`src/rtl/imm_pkg.sv`:
```
// Shared opcodes, immediate format codes and occupancy states for the
// decode-stage immediate generator.
package imm_pkg;

   localparam logic [6:0] OPC_LOAD     = 7'b0000011;
   localparam logic [6:0] OPC_OP_IMM   = 7'b0010011;
   localparam logic [6:0] OPC_AUIPC    = 7'b0010111;
   localparam logic [6:0] OPC_OP_IMM32 = 7'b0011011;
   localparam logic [6:0] OPC_STORE    = 7'b0100011;
   localparam logic [6:0] OPC_OP       = 7'b0110011;
   localparam logic [6:0] OPC_LUI      = 7'b0110111;
   localparam logic [6:0] OPC_OP32     = 7'b0111011;
   localparam logic [6:0] OPC_BRANCH   = 7'b1100011;
   localparam logic [6:0] OPC_JALR     = 7'b1100111;
   localparam logic [6:0] OPC_JAL      = 7'b1101111;
   localparam logic [6:0] OPC_SYSTEM   = 7'b1110011;

   typedef enum logic [2:0] {
      IMM_R  = 3'd0,
      IMM_I  = 3'd1,
      IMM_SH = 3'd2,
      IMM_S  = 3'd3,
      IMM_B  = 3'd4,
      IMM_U  = 3'd5,
      IMM_J  = 3'd6,
      IMM_Z  = 3'd7
   } imm_fmt_e;

   typedef enum logic [1:0] {
      OCC_EMPTY = 2'd0,
      OCC_ONE   = 2'd1,
      OCC_TWO   = 2'd2
   } occ_e;

   // Only RV32 and RV64 datapaths are supported.
   function automatic bit xlen_legal(int xlen);
      return (xlen == 32) || (xlen == 64);
   endfunction

endpackage

```
`src/rtl/imm_extract.sv`:
```
// Combinational immediate extraction: raw instruction -> extended
// immediate, format code and illegal flag.
module imm_extract
   import imm_pkg::*;
#(
   parameter int XLEN = 32
) (
   input  logic [31:0]     instr,
   output logic [XLEN-1:0] imm,
   output imm_fmt_e        fmt,
   output logic            illegal
);

   localparam bit RV64 = (XLEN == 64);

   logic [6:0]      opc;
   logic [2:0]      f3;
   logic            is_shift;
   logic [XLEN-1:0] i_imm, s_imm, b_imm, j_imm, u_imm, sh_imm, z_imm;

   assign opc      = instr[6:0];
   assign f3       = instr[14:12];
   assign is_shift = (f3 == 3'b001) || (f3 == 3'b101);

   // Signed casts widen with sign extension; U is sign-extended on RV64 too.
   assign i_imm = XLEN'($signed(instr[31:20]));
   assign s_imm = XLEN'($signed({instr[31:25], instr[11:7]}));
   assign b_imm = XLEN'($signed({instr[31], instr[7], instr[30:25], instr[11:8], 1'b0}));
   assign j_imm = XLEN'($signed({instr[31], instr[19:12], instr[20], instr[30:21], 1'b0}));
   assign u_imm = XLEN'($signed({instr[31:12], 12'b0}));
   assign z_imm = XLEN'(instr[19:15]);

   // Shift amount is one bit wider on RV64.
   generate
      if (RV64) begin : g_sh64
         assign sh_imm = XLEN'(instr[25:20]);
      end else begin : g_sh32
         assign sh_imm = XLEN'(instr[24:20]);
      end
   endgenerate

   // Select the immediate by opcode; unknown encodings are illegal with imm=0.
   always_comb begin
      imm     = '0;
      fmt     = IMM_R;
      illegal = 1'b0;
      if (instr[1:0] != 2'b11) begin
         illegal = 1'b1;
      end else begin
         case (opc)
            OPC_LOAD, OPC_JALR: begin
               imm = i_imm; fmt = IMM_I;
            end
            OPC_OP_IMM: begin
               if (is_shift) begin imm = sh_imm; fmt = IMM_SH; end
               else          begin imm = i_imm;  fmt = IMM_I;  end
            end
            OPC_OP_IMM32: begin
               if (!RV64)         illegal = 1'b1;
               else if (is_shift) begin imm = sh_imm; fmt = IMM_SH; end
               else               begin imm = i_imm;  fmt = IMM_I;  end
            end
            OPC_STORE:  begin imm = s_imm; fmt = IMM_S; end
            OPC_BRANCH: begin imm = b_imm; fmt = IMM_B; end
            OPC_JAL:    begin imm = j_imm; fmt = IMM_J; end
            OPC_LUI, OPC_AUIPC: begin imm = u_imm; fmt = IMM_U; end
            OPC_OP: ;
            OPC_OP32: begin
               if (!RV64) illegal = 1'b1;
            end
            OPC_SYSTEM: begin
               if (f3[2]) begin imm = z_imm; fmt = IMM_Z; end
            end
            default: illegal = 1'b1;
         endcase
      end
   end

endmodule

```
`src/rtl/imm_decode_stage.sv`:
```
// Decode-stage immediate generator: decodes at the input, holds results in
// a MAIN/SKID pair so in_ready can be a flop, and counts illegal accepts.
module imm_decode_stage
   import imm_pkg::*;
#(
   parameter int XLEN      = 32,
   parameter int ILL_CNT_W = 16
) (
   input  logic                 clk,
   input  logic                 rst,
   input  logic                 flush,
   input  logic                 in_valid,
   output logic                 in_ready,
   input  logic [31:0]          in_instr,
   input  logic [XLEN-1:0]      in_pc,
   output logic                 out_valid,
   input  logic                 out_ready,
   output logic [31:0]          out_instr,
   output logic [XLEN-1:0]      out_pc,
   output logic [XLEN-1:0]      out_imm,
   output logic [2:0]           out_fmt,
   output logic [XLEN-1:0]      out_target,
   output logic                 out_illegal,
   output logic [ILL_CNT_W-1:0] ill_count
);

   generate
      if (!xlen_legal(XLEN)) begin : g_bad_xlen
         $error("imm_decode_stage: XLEN must be 32 or 64");
      end
   endgenerate

   typedef struct packed {
      logic [31:0]     instr;
      logic [XLEN-1:0] pc;
      logic [XLEN-1:0] imm;
      logic [XLEN-1:0] target;
      imm_fmt_e        fmt;
      logic            illegal;
   } entry_t;

   logic [XLEN-1:0] dec_imm;
   imm_fmt_e        dec_fmt;
   logic            dec_ill;
   entry_t          in_ent, main_q, skid_q;
   occ_e            occ_q, occ_d;
   logic            in_xfer, out_xfer;
   logic            ld_main_in, ld_main_skid, ld_skid;

   imm_extract #(.XLEN(XLEN)) u_extract (
      .instr   (in_instr),
      .imm     (dec_imm),
      .fmt     (dec_fmt),
      .illegal (dec_ill)
   );

   // Target is formed before the register so the output path is flop-only.
   assign in_ent = '{instr:   in_instr,
                     pc:      in_pc,
                     imm:     dec_imm,
                     target:  in_pc + dec_imm,
                     fmt:     dec_fmt,
                     illegal: dec_ill};

   assign in_xfer  = in_valid && in_ready;
   assign out_xfer = (occ_q != OCC_EMPTY) && out_ready;

   // Occupancy next-state and MAIN/SKID load selects; flush wins over all.
   always_comb begin
      occ_d        = occ_q;
      ld_main_in   = 1'b0;
      ld_main_skid = 1'b0;
      ld_skid      = 1'b0;
      if (flush) begin
         occ_d = OCC_EMPTY;
      end else begin
         case (occ_q)
            OCC_EMPTY: begin
               if (in_xfer) begin ld_main_in = 1'b1; occ_d = OCC_ONE; end
            end
            OCC_ONE: begin
               if (in_xfer && out_xfer) ld_main_in = 1'b1;
               else if (in_xfer)        begin ld_skid = 1'b1; occ_d = OCC_TWO; end
               else if (out_xfer)       occ_d = OCC_EMPTY;
            end
            OCC_TWO: begin
               // in_ready is low here, so only a drain can happen.
               if (out_xfer) begin ld_main_skid = 1'b1; occ_d = OCC_ONE; end
            end
            default: occ_d = OCC_EMPTY;
         endcase
      end
   end

   // Occupancy register; in_ready tracks whether SKID will be free.
   always_ff @(posedge clk or posedge rst) begin
      if (rst) begin
         occ_q    <= OCC_EMPTY;
         in_ready <= 1'b0;
      end else begin
         occ_q    <= occ_d;
         in_ready <= (occ_d != OCC_TWO);
      end
   end

   // MAIN/SKID payload registers; contents are left as-is on flush.
   always_ff @(posedge clk or posedge rst) begin
      if (rst) begin
         main_q <= '0;
         skid_q <= '0;
      end else begin
         if (ld_main_in)        main_q <= in_ent;
         else if (ld_main_skid) main_q <= skid_q;
         if (ld_skid)           skid_q <= in_ent;
      end
   end

   // Saturating count of illegal instructions that were actually kept.
   always_ff @(posedge clk or posedge rst) begin
      if (rst) begin
         ill_count <= '0;
      end else if (in_xfer && dec_ill && !flush && (ill_count != '1)) begin
         ill_count <= ill_count + ILL_CNT_W'(1);
      end
   end

   assign out_valid   = (occ_q != OCC_EMPTY);
   assign out_instr   = main_q.instr;
   assign out_pc      = main_q.pc;
   assign out_imm     = main_q.imm;
   assign out_fmt     = main_q.fmt;
   assign out_target  = main_q.target;
   assign out_illegal = main_q.illegal;

endmodule

```
`config.mk`:
```
export PLATFORM = sky130hd
export DESIGN_NAME = imm_decode_stage
export DESIGN_NICKNAME = d
export VERILOG_FILES = /design/src/rtl/imm_pkg.sv /design/src/rtl/imm_extract.sv /design/src/rtl/imm_decode_stage.sv
export SDC_FILE = /design/constraint.sdc
export NUM_CORES = 1
export LEC_CHECK = 0
export CORE_MARGIN = 5
export CORE_UTILIZATION = 40
export DETAILED_ROUTE_END_ITERATION = 6
export PLACE_DENSITY_LB_ADDON = 0.15
export SLEW_MARGIN = 0
export SYNTH_ARGS = -nofsm -noshare
export SYNTH_HDL_FRONTEND = slang
export SYNTH_SLANG_ARGS = --single-unit
```
`constraint.sdc`:
```
create_clock -name clk -period 9.3 [get_ports clk]
set_clock_uncertainty 0.15 [all_clocks]
set_input_delay 1.86 -clock clk [delete_from_list [all_inputs] [get_ports clk]]
set_output_delay 1.86 -clock clk [all_outputs]
set_load 0.01 [all_outputs]
```
==> metrics <==
net switching power 0.987 mW; buffers inserted during post-CTS setup optimization 0; RSZ-0062 raised after global routing false; antenna cell count 0; clk sinks about 280; type of the setup path with the least slack primary input to flip-flop; average detailed-routed wire length per instance ~19 um; buffers added on ports 218; Routed met2 length 18.8 mm; effective utilization at floorplan slightly above 40%; sequential group share of total power between 40% and 50%; number of endpoints with negative hold slack in the final report 0; count of hold-fix buffers inserted at cts 0; number of vias in the routed layout about 11000; TritonCTS clock tree done; share of synthesized flip-flops with an asynchronous set or reset 100%; endpoint type of the worst setup path flip-flop; Cell variety after synth 63; wire length on met3 2.75 mm; # H-tree levels 2; combinational power share around a fifth; Final min period between 6 and 7 ns; Worst VDD drop between 0.1 and 0.15 mV; most frequent cells in the layout sky130_fd_sc_hd__nand2_1 (464), sky130_fd_sc_hd__dfrtp_1 (283), sky130_fd_sc_hd__clkdlybuf4s50_1 (218); floorplan row count 67; global-route wire length before repair 66.2 mm; total grt overflow 0; required time worst endpoint roughly 9.5 ns; Max Freq about 160 MHz; largest stage delay on the critical path 0.61 ns; sum of routed wire length over all layers 41.3 mm; number of buffers created by CTS 34; I/O pin total about 220; clock-pin slew reported for the worst setup and hold paths after clock tree synthesis around 0.050 ns; data arrival time at the worst-slack endpoint ~6.4 ns; Total GRT Usage between 20% and 30%; tightest hold margin roughly 0.32 ns; Worst Setup Slack, final just over 3 ns; die extent in x between 150 and 200 um; sum of buffers and inverters on the critical path 2; clock latency on the worst-skew pair around 0.5 ns; portion of the post-synthesis area used by sequential elements 52.6%; total number of nets in the final design 1762; Synth Flop Type sky130_fd_sc_hd__dfrtp_1; worst max-slew margin expressed relative to the limit roughly 30%; Startpoint Class primary input; # Max-Cap Violations 0; CTS root buffer sky130_fd_sc_hd__clkbuf_16; final sum of negative setup slack 0 ns; Pleak 8.07 nW; CP max FO 14; EDFF count, synth 0; DRC violation count after routing 0; outcome finished, final reports clean; worst-path cell chain clkdlybuf4s50_1 > or2_4 > or4_4 > o21ai_0 > nand2b_1 > nand2_1 > inv_1 > ha_1 > a21oi_1 > a21oi_1 > nor3_1 > o211ai_1 > a31oi_1 > o21ai_0 > o41ai_1 > nor2_1; total of warnings raised by yosys 0; Gate Count Post-Synth roughly 1500; pin count of the biggest net entering global routing 149; min-delay worst type flip-flop to flip-flop; P&R area growth vs syn 26.8%; via count of the first global-routing pass around 11000; last weighted congestion value of the routability-driven placer roughly 0.9; Syn Std Cell Area about 0.013 mm^2; number of detailed-routing iterations run before antenna repair 6; core box area roughly 0.033 mm^2; sw frac 27.8%; count of endpoints failing setup in the final report 0; fraction of layout instances using a drive strength above 1 between 5 and 6%; Cell Pwr Density slightly above 200 mW/mm^2; most common library cell in the layout ignoring fill and taps sky130_fd_sc_hd__nand2_1; antenna violations before repair 2; Synth Area per Inst 9.13 um^2; highest layer used for signal routing met5; cell internal pwr 2.56 mW; post_cts resized 0; detailed-route vias per instance roughly 5.3; clock group share of total power between 30% and 40%; Die ar. 0.0375 mm^2; deepest clock path buffer count 3; FF+latch count, synth around 280; remaining antenna violation count 0; number of violations reported at the end of detailed-routing iteration 0 ~730; Detail Placement HPWL roughly 29 mm; Net Count, Synth 1577; Slew @ Worst Pin roughly 1.1 ns; wire length the detailed router placed on met1 between 15 and 20 mm; cell family contributing the most delay on the critical path compound AO/OA/AOI/OAI gates; cell at the slowest stage of the critical path sky130_fd_sc_hd__clkdlybuf4s50_1; worst setup slack after placement around 2.6 ns; Final Max Tran Viols 0; fraction of the cycle the final worst path needs 66.7%; die height around 190 um
==> logic make-up (layout without fill, tap and decap cells) <==
kind of cell | Yosys count | after routing | synth area share, %
simple gates | 586 | 586 | 17.9
compound gates | 379 | 379 | 18.1
flops | 283 | 283 | 52.6
buf+inv | 132 | 340 | 4.03
xor+xnor | 45 | 45 | 2.98
fa+ha+maj | 33 | 33 | 3.12
mux | 17 | 17 | 1.33
==> power by group through the flow <==
stage / clock [mW] / sequential [mW] / combinational [mW]
2_1_floorplan: 0 / 1.63 / 0.302
3_3_place_gp: 0 / 1.60 / 0.676
3_5_place_dp: 0 / 1.61 / 0.688
4_1_cts: 1.31 / 1.59 / 0.690
5_1_grt: 1.37 / 1.62 / 0.759
6_report: 1.28 / 1.59 / 0.679
==> through the flow <==
step / area, um^2 / power, mW / utilization (%) / std cells
global route: 17100 / 3.75 / 51.2 / 2131
finish: 17100 / 3.55 / 51.2 / 2131
detailed placement: 16000 / 2.30 / 48.0 / 2072
floorplan: 13500 / 1.93 / - / 1475
CTS: 17100 / 3.59 / 51.2 / 2131
global placement: 16000 / 2.28 / 48.0 / 2072
==> state kept, by name (all words and copies together) (netlist names) <==
name         cells
out_fmt          3
out_instr       32
occ_q            2
out_illegal      1
skid_q         132
ill_count       16
out_target      32
out_pc          32
in_ready         1
out_imm         32
==> synth_stat cells (7+ instances only) <==
cell type                  count  share of area, %
sky130_fd_sc_hd__nand2_1     464                13
sky130_fd_sc_hd__o21ai_0     118               4.4
sky130_fd_sc_hd__nand3_1      13              0.48
sky130_fd_sc_hd__inv_1        50               1.4
sky130_fd_sc_hd__a22oi_1     104               5.8
sky130_fd_sc_hd__nor2b_1      16              0.74
sky130_fd_sc_hd__buf_1        11              0.31
sky130_fd_sc_hd__dfrtp_1     283                53
sky130_fd_sc_hd__xnor2_1      24               1.6
sky130_fd_sc_hd__ha_1         32               3.0
sky130_fd_sc_hd__a21o_1        9              0.50
sky130_fd_sc_hd__nor2_1       34              0.95
sky130_fd_sc_hd__clkbuf_1     63               1.8
sky130_fd_sc_hd__mux2_2        7              0.59
sky130_fd_sc_hd__nand4_1       7              0.33
sky130_fd_sc_hd__o21a_1       10              0.56
sky130_fd_sc_hd__xor2_1       20               1.3
sky130_fd_sc_hd__a21oi_1      74               2.7
sky130_fd_sc_hd__a22o_1        8              0.52
sky130_fd_sc_hd__nor3_1       15              0.56
sky130_fd_sc_hd__mux2i_1      10              0.74
sky130_fd_sc_hd__a211oi_1     16              0.89
==> per-layer routing <==
layer	up-vias	track usage, %
met1	5527	31.3
met3	49	5.36
met2	314	33.6
li1	5397	-
met4	2	4.59
met5	-	0
==> worst min-delay path: stages, from the launching register on <==
cell,delay [ns]
sky130_fd_sc_hd__dfrtp_1,0.34
sky130_fd_sc_hd__nand2_1,0.05
sky130_fd_sc_hd__nand2_1,0.05
==> area by class of cell <==
type / instances / area, um^2
clock buffer: 55 / 1050
clock inverter: 4 / 28.8
fill: 3164 / 16300
inverter: 50 / 191
multi-input combinational: 1060 / 5880
sequential: 283 / 7080
tap: 448 / 561
timing repair buffer: 231 / 2290
==> path summary, 6_finish.rpt <==
path	slack [ns]	end	startpoint	depth (start not counted)
max	3.10	out_target[31]$_DFFE_PP0P_	in_instr[2]	16
min	0.32	out_pc[3]$_DFFE_PP0P_	out_pc[3]$_DFFE_PP0P_	2
max reg2reg	6.20	out_target[31]$_DFFE_PP0P_	occ_q[0]$_DFF_PP0_	8
min reg2reg	0.32	out_pc[3]$_DFFE_PP0P_	out_pc[3]$_DFFE_PP0P_	2
max in group asynchronous	5.40	skid_q[81]$_DFFE_PP0P_	rst	4
min in group asynchronous	1.70	ill_count[8]$_DFFE_PP0P_	rst	2
(Power assumes the default switching activity.)
